===== config.mk =====
export PLATFORM = sky130hd
export DESIGN_NAME = multicycle_controller
export DESIGN_NICKNAME = d
export VERILOG_FILES = /design/src/rtl/riscv_ctrl_pkg.sv /design/src/rtl/alu_decoder.sv /design/src/rtl/multicycle_controller.sv
export SDC_FILE = /design/constraint.sdc
export NUM_CORES = 1
export LEC_CHECK = 0
export ABC_AREA = 1
export CORE_MARGIN = 3
export CORE_UTILIZATION = 37
export DETAILED_ROUTE_END_ITERATION = 12
export GPL_TIMING_DRIVEN = 0
export PLACE_DENSITY_LB_ADDON = 0.12
export SLEW_MARGIN = 20
export SYNTH_ARGS = -nofsm -noshare
export SYNTH_HDL_FRONTEND = slang
export SYNTH_SLANG_ARGS = --single-unit

===== constraint.sdc =====
create_clock -name clk -period 2.2 [get_ports clk]
set_input_delay 0.66 -clock clk [delete_from_list [all_inputs] [get_ports clk]]
set_output_delay 0.66 -clock clk [all_outputs]
set_load 0.01 [all_outputs]

===== src/rtl/riscv_ctrl_pkg.sv =====
// Shared types and encodings for the multicycle RISC-V control unit.
package riscv_ctrl_pkg;

  // Main FSM states.
  typedef enum logic [3:0] {
    StFetch,
    StDecode,
    StMemAdr,
    StMemRead,
    StMemWb,
    StMemWrite,
    StExecuteR,
    StExecuteI,
    StAluWb,
    StBeq,
    StJal
  } state_e;

  // Supported opcodes.
  localparam logic [6:0] OpLoad  = 7'b0000011;
  localparam logic [6:0] OpStore = 7'b0100011;
  localparam logic [6:0] OpRtype = 7'b0110011;
  localparam logic [6:0] OpItype = 7'b0010011;
  localparam logic [6:0] OpBeq   = 7'b1100011;
  localparam logic [6:0] OpJal   = 7'b1101111;

  // ALUOp codes handed from the main FSM to the ALU decoder.
  localparam logic [1:0] AluOpAdd   = 2'b00;
  localparam logic [1:0] AluOpSub   = 2'b01;
  localparam logic [1:0] AluOpFunct = 2'b10;

  // ALUControl codes.
  localparam logic [2:0] AluCtrlAdd = 3'b000;
  localparam logic [2:0] AluCtrlSub = 3'b001;
  localparam logic [2:0] AluCtrlAnd = 3'b010;
  localparam logic [2:0] AluCtrlOr  = 3'b011;
  localparam logic [2:0] AluCtrlSlt = 3'b101;

endpackage


===== src/rtl/alu_decoder.sv =====
// Maps the FSM's ALUOp plus instruction fields to an ALU operation code.
module alu_decoder
  import riscv_ctrl_pkg::*;
(
  input  logic [1:0] alu_op_i,
  input  logic [2:0] funct3_i,
  input  logic       op5_i,
  input  logic       funct7b5_i,
  output logic [2:0] alu_control_o
);

  // Pure combinational decode; anything unlisted falls back to add.
  always_comb begin
    alu_control_o = AluCtrlAdd;
    unique case (alu_op_i)
      AluOpAdd: alu_control_o = AluCtrlAdd;
      AluOpSub: alu_control_o = AluCtrlSub;
      AluOpFunct: begin
        case (funct3_i)
          3'b000:  alu_control_o = (op5_i & funct7b5_i) ? AluCtrlSub : AluCtrlAdd;
          3'b010:  alu_control_o = AluCtrlSlt;
          3'b110:  alu_control_o = AluCtrlOr;
          3'b111:  alu_control_o = AluCtrlAnd;
          default: alu_control_o = AluCtrlAdd;
        endcase
      end
      default: alu_control_o = AluCtrlAdd;
    endcase
  end

endmodule


===== src/rtl/multicycle_controller.sv =====
// Main FSM, immediate-format select and output gating for the multicycle datapath.
module multicycle_controller
  import riscv_ctrl_pkg::*;
#(
  parameter int unsigned ALUCTRL_W = 3
) (
  input  logic                 clk,
  input  logic                 reset_n,
  input  logic [6:0]           op,
  input  logic [2:0]           funct3,
  input  logic                 funct7b5,
  input  logic                 zero,
  output logic                 PCWrite,
  output logic                 AdrSrc,
  output logic                 MemWrite,
  output logic                 IRWrite,
  output logic                 RegWrite,
  output logic [1:0]           ResultSrc,
  output logic [1:0]           ALUSrcA,
  output logic [1:0]           ALUSrcB,
  output logic [1:0]           ImmSrc,
  output logic [ALUCTRL_W-1:0] ALUControl,
  output logic                 illegal_instr
);

  state_e     state_q, state_d;
  logic [1:0] alu_op;
  logic       pc_update, branch, ir_write, reg_write, mem_write, illegal;

  // State register; reset drops straight back to FETCH.
  always_ff @(posedge clk or negedge reset_n) begin
    if (!reset_n) state_q <= StFetch;
    else          state_q <= state_d;
  end

  // Next-state and Moore outputs, defaults first.
  always_comb begin
    state_d   = StFetch;
    alu_op    = AluOpAdd;
    ALUSrcA   = 2'b00;
    ALUSrcB   = 2'b00;
    ResultSrc = 2'b00;
    AdrSrc    = 1'b0;
    pc_update = 1'b0;
    branch    = 1'b0;
    ir_write  = 1'b0;
    reg_write = 1'b0;
    mem_write = 1'b0;
    illegal   = 1'b0;
    case (state_q)
      StFetch: begin
        state_d   = StDecode;
        ir_write  = 1'b1;
        ALUSrcB   = 2'b10;
        ResultSrc = 2'b10;
        pc_update = 1'b1;
      end
      StDecode: begin
        ALUSrcA = 2'b01;
        ALUSrcB = 2'b01;
        case (op)
          OpLoad, OpStore: state_d = StMemAdr;
          OpRtype:         state_d = StExecuteR;
          OpItype:         state_d = StExecuteI;
          OpBeq:           state_d = StBeq;
          OpJal:           state_d = StJal;
          default: begin
            state_d = StFetch;
            illegal = 1'b1;
          end
        endcase
      end
      StMemAdr: begin
        state_d = (op == OpLoad) ? StMemRead : StMemWrite;
        ALUSrcA = 2'b10;
        ALUSrcB = 2'b01;
      end
      StMemRead: begin
        state_d = StMemWb;
        AdrSrc  = 1'b1;
      end
      StMemWb: begin
        ResultSrc = 2'b01;
        reg_write = 1'b1;
      end
      StMemWrite: begin
        AdrSrc    = 1'b1;
        mem_write = 1'b1;
      end
      StExecuteR: begin
        state_d = StAluWb;
        ALUSrcA = 2'b10;
        alu_op  = AluOpFunct;
      end
      StExecuteI: begin
        state_d = StAluWb;
        ALUSrcA = 2'b10;
        ALUSrcB = 2'b01;
        alu_op  = AluOpFunct;
      end
      StAluWb: reg_write = 1'b1;
      StBeq: begin
        ALUSrcA = 2'b10;
        alu_op  = AluOpSub;
        branch  = 1'b1;
      end
      StJal: begin
        state_d   = StAluWb;
        ALUSrcA   = 2'b01;
        ALUSrcB   = 2'b10;
        pc_update = 1'b1;
      end
      default: state_d = StFetch;
    endcase
  end

  // Immediate format depends only on the opcode.
  always_comb begin
    case (op)
      OpStore: ImmSrc = 2'b01;
      OpBeq:   ImmSrc = 2'b10;
      OpJal:   ImmSrc = 2'b11;
      default: ImmSrc = 2'b00;
    endcase
  end

  // Enables are masked by reset so FETCH's enables stay quiet while held in reset.
  always_comb begin
    PCWrite       = reset_n & (pc_update | (branch & zero));
    IRWrite       = reset_n & ir_write;
    RegWrite      = reset_n & reg_write;
    MemWrite      = reset_n & mem_write;
    illegal_instr = reset_n & illegal;
  end

  alu_decoder u_alu_decoder (
    .alu_op_i      (alu_op),
    .funct3_i      (funct3),
    .op5_i         (op[5]),
    .funct7b5_i    (funct7b5),
    .alu_control_o (ALUControl)
  );

endmodule


Word level (Yosys, flattened, before mapping)
Cells that the tools add are included.

Register bits after elaboration: 4.

Multiplexer cells: 19. Reductions and logical operators: 12. Bitwise gates (word level): 8. Equality and inequality tests: 21.

Operator list (count): $pmux 4 s5 (2); $eq 4x3->1 const B (4); $pmux 2 s2 (4); $eq 7x6->1 const B (2); $eq 7x7->1 const B (2); $eq 4x4->1 const B (3); $pmux 3 s4 (1); $reduce_or 2->1 (6); $mux 1 (9); $eq 4x2->1 const B (2); $and 1x1->1 (7); $eq 7x2->1 const B (1); $eq 7x5->1 const B (1); $eq 3x3->1 const B (2); $pmux 2 s3 (1); $pmux 3 s2 (1); $reduce_or 3->1 (2); $reduce_or 6->1 (1); $eq 4x1->1 const B (1); $logic_not 4->1 (1); $reduce_or 4->1 (1); $eq 3x2->1 const B (1); $logic_not 3->1 (1); $mux 3 (1); 3 further kinds (3).

Longest topological paths before layout
Gate-level depths: netlist (run 1).

Depth in word-level cells: 5. Gate-level depth with buffers: 9. Mapped depth without buffers: 9.

Hierarchy
From an unflattened synthesis (run 1), not the netlist that was laid out.

Cell total of the unflattened synthesis: 102. Area total of the unflattened synthesis: 555.5 um^2.

Modules (own cells, without submodules): multicycle_controller (cells each 85, area each 464.2 um^2, times used 1); alu_decoder (cells each 17, area each 91.3 um^2, times used 1).

Worst setup path before layout (run 1)
No wires, ideal clock.

Path kind: register to output. From: register state_q[3]. To: output port ALUControl[1]. Stages on the path, launching flop included: 7. Arrival: 1.372 ns. Path slack: 0.168 ns. Cell sequence: dfrtp_1 > inv_2 > nand2_1 > nor2_2 > inv_2 > ha_1 > nor3b_1.

Word-level cells in the longest chain between the ends: 5. Elaborated cells on any way between the ends: 8. Those cells by class: 5 x eq/ne; 2 x mux; 1 x reduce/logical.

Ends and longest elaborated chain: start: declaration (line multicycle_controller.sv:26) `state_e state_q, state_d;`; start signal: assignment (line multicycle_controller.sv:32) `if (!reset_n) state_q <= StFetch;`; start signal: assignment (line multicycle_controller.sv:33) `else state_q <= state_d;`; $eq 4x3->1 (line multicycle_controller.sv:50) `case (state_q)`; $reduce_or 2->1 (no line); $pmux 2 s2 (*) (line multicycle_controller.sv:50); $eq 2x2->1 / $eq 2x1->1 (equally long branches) (line alu_decoder.sv:15) `unique case (alu_op_i)`; $pmux 3 s2 (*) (line alu_decoder.sv:15); end: declaration (line multicycle_controller.sv:22) `output logic [ALUCTRL_W-1:0] ALUControl,`.

Mark *: on every way between the ends. The rest lies on a longest branch, timed or not.

Final worst setup path (run 1)
From: register state_q[1]. To: output port ALUControl[0].

The elaborated chain is that of the path after synthesis.

==> results of run 1 <==
-- cell type report --
cell class / instances / share of cell area (%)
multi-input combinational: 73 / 42.5
sequential: 4 / 9.16
timing repair buffer: 54 / 37.8
inverter: 20 / 6.93
tap: 15 / 1.68
clock buffer: 3 / 2.01
-- metal layers --
metal	vias up	global-route usage [%]	wire length [microns]
met5	-	0	0
met4	0	5.42	39
li1	415	-	-
met1	408	23.8	931
met3	4	2.44	145
met2	42	43.9	1280
-- per-stage QoR --
stage,std cells,hold slack (ps)
global placement,142,594
finish,169,341
global route,169,343
floorplan,97,364
CTS,163,331
detailed placement,142,597
-- synthesized netlist by cell type --
cell type,count,area (sq um)
nand2_1,26,97.6
nor2_1,15,56.3
inv_1,10,37.5
inv_2,10,37.5
nand3_1,10,50.1
dfrtp_1,4,100
a21oi_1,3,15.0
nor2_2,3,18.8
nor2_4,3,33.8
nor3_1,3,15.0
ha_1,2,25.0
nand2_2,2,12.5
nand3_2,2,20.0
o21ai_0,2,10.0
nand4_1,1,6.26
nor3b_1,1,7.51
-- power groups by stage --
stage	combinational, mW	sequential, mW	clock, mW
6_report	0.391	0.0995	0.0851
5_1_grt	0.426	0.100	0.0960
3_3_place_gp	0.331	0.106	0
2_1_floorplan	0.174	0.103	0
4_1_cts	0.316	0.108	0.0924
3_5_place_dp	0.337	0.106	0
-- worst min-delay path by stage --
stage | from | end | slack, ps | depth (start not counted)
after floorplan | reset_n | state_q[0]$_DFF_PN0_ | 360 | 0
after global placement | state_q[3]$_DFF_PN0_ | state_q[0]$_DFF_PN0_ | 590 | 3
after detailed placement | state_q[3]$_DFF_PN0_ | state_q[0]$_DFF_PN0_ | 600 | 3
after CTS | reset_n | state_q[1]$_DFF_PN0_ | 330 | 1
after global routing | reset_n | state_q[3]$_DFF_PN0_ | 340 | 1
final | reset_n | state_q[1]$_DFF_PN0_ | 340 | 1
-- timing repair --
action,CTS,global route
resized for setup,73,27
pin swaps,12,12
setup endpoints to repair,16,8
setup buffers,18,6
-- logic make-up after synthesis --
kind of cell               Yosys count  synth area share, %
AOI/OAI and AO/OA                    5                 4.61
adders and majority gates            2                 4.61
buffers and inverters               20                 13.8
DFF                                  4                 18.4
and+or+nand+nor                     66                 58.5
==> results_dict.tcl, run 1 <==
set metrics [dict create \
    clkPwrFrac_pct 14.8 \
    crit_slowest_cell "dfrtp_1" \
    top_regs "state_q: 4 flops" \
    power_density_mw_per_mm2 514 \
    vias 869 \
    ant_nets 0 \
    critPathKind "flip-flop to output port" \
    reg2reg_slack_ps 970 \
    intPower_mw 0.325 \
    cts_tree "yes" \
    avgRoutedWirePerCell_microns 14.2 \
    syn_area_per_cell_sq_um 5.60 \
    core-area_sq_mm 0.00133 \
    htree_levels 1 \
    critPathBufInv 3 \
    tightest_slew_ps 313 \
    wl_mm 2.39 \
    insertion_delay_ps 230 \
    slew_viol_final 0 \
    io_pins 31 \
    clk_pin_slew_ps 40 \
    largest_reg_flops 4 \
    grt_pass1_wl_mm 3.28 \
    place_ws_ps -747 \
    start_util_pct 40.7 \
    gp_congestion 0.763 \
    p_sw_share_pct 43.6 \
    fp.dieW_microns 44.3 \
    post-route-period-util_pct 103 \
    max_slew_margin_pct 79.0 \
    status "finished with violations" \
    synth_nets 113 \
    critPathRequiredTime_ps 1540 \
    grt_pass1_vias 821 \
    worst_ep_arrival_time_ps 1600 \
    cp-end-kind "output port" \
    p_sw_mw 0.251 \
    num_rows 13 \
    numCtsBuffers 3 \
    min_period_ps 2260 \
    route.detailed.drc 0 \
    crit_family "flip-flops" \
    nFillCells 80 \
    syn-cell-area_sq_um 543 \
    p_leak_nw 0.667 \
    root_buffer "clkbuf_4" \
    ys_types 16 \
    largest-register "state_q" \
    pwr-share-seq_pct 17.3 \
    min_path_type "input port to async pin" \
    combPwrFrac_pct 67.9 \
    postSynthCellCount 97 \
    cpPeakStageDelay_ps 410 \
    yosys_warnings 0 \
    n_antenna_cell 0 \
    final-setup-viol-count 2 \
    place.port_buffers 30 \
    via_per_inst 5.14 \
    final_cell_mix "buf_4 (22), nand2_1 (21), inv_2 (12), dlygate4sd2_1 (11), nand3_1 (9)" \
    drive_gt1_share_pct 53.9 \
    setup_tns_ps -106 \
    fmax_ghz 0.443 \
    endpoint "ALUControl[0]" \
    reg2reg_depth 7 \
    rsz0062_at_grt "yes" \
    final-seq-area_sq_um 103 \
    die_area_sq_mm 0.00196 \
    grt_max_degree 7 \
    die_y_microns 44.3 \
    finClkSkew_ps 4.68 \
    cp_num_cells 10 \
    maxCapViolations 0 \
    finalInstanceArea_sq_mm 0.00112 \
    rr_endpoint "state_q[2]$_DFF_PN0_" \
    cts.sinks 4 \
    final_core_util_pct 84.0 \
    antenna_found_initial 0 \
    ys_ff_latch 4 \
    globalRouteTotalUtil_pct 21.9 \
    drtPass1Iterations 4 \
    hold_buffers 0 \
    fin_ws_ps -57.7 \
    dpl.hpwl_mm 1.16 \
    multiInputGateArea_sq_um 475 \
    finalPower_mw 0.576 \
    crit_chain "inv_2 -> nand2_2 -> inv_2 -> nand2_4 -> ha_4 -> nand2_4 -> nor2_2 -> nor2_1 -> a21oi_1 -> buf_2" \
    r2r-start "state_q[3]$_DFF_PN0_" \
    clockBufferDepth 2 \
    hold_violations 0 \
    drt_iter0_markers 26 \
    mostFrequentLayoutCell "buf_4" \
    ir_drop_mv 0.453 \
    crit_fanout 4 \
    cp-start-kind "flip-flop" \
    syn2layout_area_growth_pct 106 \
    synth-seq-area-share_pct 18.4 \
    placed_cell_area_sq_um 862 \
    violations "negative setup slack" \
    cp-startpoint "state_q[1]$_DFF_PN0_" \
    nNetsFinal 172 \
    grt_overflow 0 \
]
(Power assumes the default switching activity.)
==> inputs of run 2 (changes only) <==
--- a/config.mk
+++ b/config.mk
@@ -11,6 +11,7 @@
 export DETAILED_ROUTE_END_ITERATION = 12
 export GPL_TIMING_DRIVEN = 0
 export PLACE_DENSITY_LB_ADDON = 0.12
+export SKIP_CTS_REPAIR_TIMING = 1
 export SLEW_MARGIN = 20
 export SYNTH_ARGS = -nofsm -noshare
 export SYNTH_HDL_FRONTEND = slang
==> constraint.sdc (replaced) <==
create_clock -name clk -period 2.2 [get_ports clk]
set_input_delay 0.44 -clock clk [delete_from_list [all_inputs] [get_ports clk]]
set_output_delay 0.44 -clock clk [all_outputs]
set_load 0.01 [all_outputs]
==> results_dict.tcl, run 2 (synthesis results as in run 1) <==
set metrics [dict create \
    die_y_microns 44.3 \
    p_leak_nw 0.590 \
    route.detailed.drc 0 \
    fp.dieW_microns 44.3 \
    clk_pin_slew_ps 40 \
    finClkSkew_ps 9.61 \
    finalPower_mw 0.559 \
    antenna_found_initial 0 \
    multiInputGateArea_sq_um 388 \
    post-route-period-util_pct 97.3 \
    clockBufferDepth 2 \
    max_slew_margin_pct 82.2 \
    final_cell_mix "nand2_1 (24), clkdlybuf4s50_1 (20), nor2_1 (12)" \
    worst_ep_arrival_time_ps 1700 \
    wl_mm 1.62 \
    min_period_ps 2140 \
    htree_levels 1 \
    crit_fanout 3 \
    largest-register "state_q" \
    cp-start-kind "flip-flop" \
    critPathKind "flip-flop to output port" \
    numCtsBuffers 3 \
    die_area_sq_mm 0.00196 \
    cts_tree "yes" \
    cts.sinks 4 \
    io_pins 31 \
    mostFrequentLayoutCell "nand2_1" \
    gp_congestion 0.763 \
    dpl.hpwl_mm 1.16 \
    power_density_mw_per_mm2 585 \
    n_antenna_cell 0 \
    drt_iter0_markers 3 \
    avgRoutedWirePerCell_microns 10.9 \
    root_buffer "clkbuf_4" \
    core-area_sq_mm 0.00133 \
    top_regs "state_q: 4 flops" \
    cp-end-kind "output port" \
    slew_viol_final 0 \
    setup_tns_ps 0 \
    min_path_type "input port to async pin" \
    globalRouteTotalUtil_pct 15.1 \
    tightest_slew_ps 266 \
    grt_pass1_vias 615 \
    place_ws_ps -307 \
    maxCapViolations 0 \
    start_util_pct 40.7 \
    largest_reg_flops 4 \
    grt_max_degree 8 \
    drtPass1Iterations 4 \
    grt_pass1_wl_mm 2.27 \
    rsz0062_at_grt "yes" \
    num_rows 13 \
    drive_gt1_share_pct 27.6 \
    ant_nets 0 \
    final-setup-viol-count 0 \
    via_per_inst 4.84 \
    place.port_buffers 30 \
    syn2layout_area_growth_pct 76.0 \
    fmax_ghz 0.467 \
    fin_ws_ps 59.9 \
    grt_overflow 0 \
    nFillCells 111 \
    vias 721 \
    final-seq-area_sq_um 104 \
    ir_drop_mv 0.387 \
    fin_hold_ws_ps 51.9 \
    hold_violations 0 \
    insertion_delay_ps 240 \
    status "completed" \
    critPathRequiredTime_ps 1760 \
    nNetsFinal 152 \
]
==> run 2: cell types whose count changed in the layout (fill, tap and decap cells not counted), moves of 6 or more <==
cell,previous run,this run
buf_2,7,0
clkdlybuf4s50_1,1,20
dlymetal6s2s_1,3,9
dlygate4sd2_1,11,0
buf_4,22,4
==> run 2: per-stage QoR <==
stage / area, sq um / instances / util, %
floorplan: 543 / 97 / -
global placement: 862 / 142 / 64.6
detailed placement: 862 / 142 / 64.6
CTS: 885 / 145 / 66.3
global route: 956 / 149 / 71.7
finish: 956 / 149 / 71.7
==> run 2: final timing paths <==
kind / startpoint / to / slack, ps / cells after the start
max: state_q[2]$_DFF_PN0_ / ALUSrcA[1] / 60 / 6
min in group clk: state_q[0]$_DFF_PN0_ / state_q[0]$_DFF_PN0_ / 600 / 3
min reg2reg: state_q[0]$_DFF_PN0_ / state_q[0]$_DFF_PN0_ / 600 / 3
max reg2reg: state_q[2]$_DFF_PN0_ / state_q[1]$_DFF_PN0_ / 1040 / 6
min: reset_n / state_q[1]$_DFF_PN0_ / 50 / 1
max in group asynchronous: reset_n / state_q[2]$_DFF_PN0_ / 1910 / 1
==> run 2: final cells by class <==
type / instances / area share, %
Inverter: 20 / 7.85
Tap cell: 15 / 1.96
Timing Repair Buffer: 34 / 36.4
Clock buffer: 3 / 2.36
Multi-Input combinational cell: 73 / 40.6
Sequential cell: 4 / 10.9
==> run 2: report_power, final <==
part	total, mW	internal [mW]	switching (mW)
registers	0.109	0.0875	0.0216
clock network	0.0911	0.0610	0.0301
logic	0.359	0.189	0.170
==> run 2: metal layers <==
metal	GRT usage [%]	wire, microns	vias to the layer above	part of all wire, %
li1	-	-	376	-
met1	16.3	608	313	38
met2	28.8	871	26	54
met3	2.85	95	6	5.9
met4	5.42	42	0	2.6
met5	0	0	-	0
==> run 2: worst max-delay path: stages (launching register included) <==
cell and delay (ps):
dfrtp_2 440, nor2_4 160, inv_2 70, nor2_2 130, inv_1 70, nand3_1 70, clkdlybuf4s50_1 530
==> inputs of run 3 (changes only) <==
==> constraint.sdc (replaced) <==
create_clock -name clk -period 2 [get_ports clk]
set_input_delay 0.4 -clock clk [delete_from_list [all_inputs] [get_ports clk]]
set_output_delay 0.4 -clock clk [all_outputs]
set_load 0.01 [all_outputs]
==> results_dict.tcl, run 3 (synthesis results as in run 1) <==
set metrics [dict create \
    mostFrequentLayoutCell "nand2_1" \
    htree_levels 1 \
    reg2reg_slack_ps 820 \
    min_period_ps 2100 \
    placed_cells 142 \
    start_util_pct 40.7 \
    grt_pass1_wl_mm 2.27 \
    min_path_type "input port to async pin" \
    cts.sinks 4 \
    largest-register "state_q" \
    die_y_microns 44.3 \
    fp.dieW_microns 44.3 \
    via_per_inst 4.92 \
    clockBufferDepth 2 \
    route.detailed.drc 0 \
    power_density_mw_per_mm2 594 \
    gp_congestion 0.763 \
    io_pins 31 \
    fmax_ghz 0.476 \
    vias 752 \
    violations "negative setup slack" \
    wl_mm 1.72 \
    die_area_sq_mm 0.00196 \
    antenna_found_initial 0 \
    final-setup-viol-count 2 \
    rsz0062_at_grt "yes" \
    combPwrFrac_pct 63.8 \
    drtPass1Iterations 4 \
    nNetsFinal 156 \
    clk_pin_slew_ps 40 \
    place.port_buffers 30 \
    critPathRequiredTime_ps 1600 \
    num_rows 13 \
    p_sw_mw 0.250 \
    cts_tree "yes" \
    placed_cell_area_sq_um 862 \
    globalRouteTotalUtil_pct 15.1 \
    pwr-share-seq_pct 19.8 \
    intPower_mw 0.359 \
    root_buffer "clkbuf_4" \
    avgRoutedWirePerCell_microns 11.3 \
    nFillCells 97 \
    syn2layout_area_growth_pct 88.9 \
    largest_reg_flops 4 \
    worst_ep_arrival_time_ps 1700 \
    cp-end-kind "output port" \
    slew_viol_final 0 \
    insertion_delay_ps 230 \
    ant_nets 0 \
    final-seq-area_sq_um 104 \
    tightest_slew_ps 273 \
    max_slew_margin_pct 81.8 \
    fin_ws_ps -101 \
    core-area_sq_mm 0.00133 \
    hold_violations 0 \
    grt_pass1_vias 615 \
    finClkSkew_ps 6.58 \
    finalPower_mw 0.609 \
    dpl.hpwl_mm 1.16 \
    multiInputGateArea_sq_um 412 \
    top_regs "state_q: 4 flops" \
    finalInstanceArea_sq_mm 0.00103 \
    cp-start-kind "flip-flop" \
    crit_fanout 6 \
    n_antenna_cell 0 \
    grt_overflow 0 \
    drive_gt1_share_pct 32.6 \
    numCtsBuffers 3 \
    p_leak_nw 0.739 \
    grt_max_degree 8 \
    ir_drop_mv 0.440 \
    critPathKind "flip-flop to output port" \
    p_sw_share_pct 41.1 \
    final_cell_mix "nand2_1 (24), dlymetal6s2s_1 (18), nor2_1 (12)" \
    maxCapViolations 0 \
    layout.cells.non_filler 153 \
    setup_tns_ps -173 \
    post-route-period-util_pct 105 \
    status "finished with violations" \
    clkPwrFrac_pct 16.4 \
    drt_iter0_markers 29 \
]
-- run 3: changes by cell type in the layout (fill, tap and decap cells not counted), sizes merged --
cell and change:
buf +6, dlymetal6s2s +9, clkdlybuf4s50 -11
-- run 3: worst paths after layout --
| check | startpoint | endpoint | cells past startpoint |
|---|---|---|---|
| max in group asynchronous | reset_n | state_q[2]$_DFF_PN0_ | 1 |
| hold / removal | reset_n | state_q[1]$_DFF_PN0_ | 1 |
| hold reg to reg | state_q[0]$_DFF_PN0_ | state_q[0]$_DFF_PN0_ | 3 |
| setup / recovery | state_q[1]$_DFF_PN0_ | ALUControl[1] | 8 |
| setup reg to reg | state_q[2]$_DFF_PN0_ | state_q[1]$_DFF_PN0_ | 6 |
| min in group clk | op[4] | state_q[2]$_DFF_PN0_ | 3 |
-- run 3: area by class of cell --
class,count,area share [%]
tap,15,1.83
sequential,4,10.1
clock buffer,3,2.20
multi-input combinational,73,40.1
inverter,20,7.32
timing repair buffer,38,38.4
-- run 3: per-layer routing --
metal	vias up	track usage, %	share of wire (%)
li1	384	-	-
met1	336	16.3	37
met2	26	28.8	56
met3	6	2.85	5.2
met4	0	5.42	2.7
met5	-	0	0
-- run 3: worst max-delay path: stages, from the launching register on --
cell            delay (ps)
dfrtp_2                410
inv_2                   70
nand2_2                 90
inv_2                   50
nand2_2                110
inv_1                   60
ha_1                   300
nor3b_1                180
dlymetal6s2s_1         180
-- run 3: stage by stage --
| stage | hold WS (ps) | setup WS (ps) | util [%] |
|---|---|---|---|
| after floorplan | 104 | 228 | - |
| after global placement | 594 | -412 | 64.6 |
| after detailed placement | 597 | -427 | 64.6 |
| after CTS | 400 | -512 | 66.3 |
| after global routing | 26.5 | -242 | 76.9 |
| final | 17.8 | -101 | 76.9 |
-- run 3: power groups by stage --
stage               combinational (mW)  clock, mW  sequential, mW
detailed placement               0.370          0           0.117
global route                     0.431      0.113           0.124
floorplan                        0.191          0           0.113
CTS                              0.373      0.102           0.116
global placement                 0.364          0           0.116
finish                           0.389     0.0996           0.121
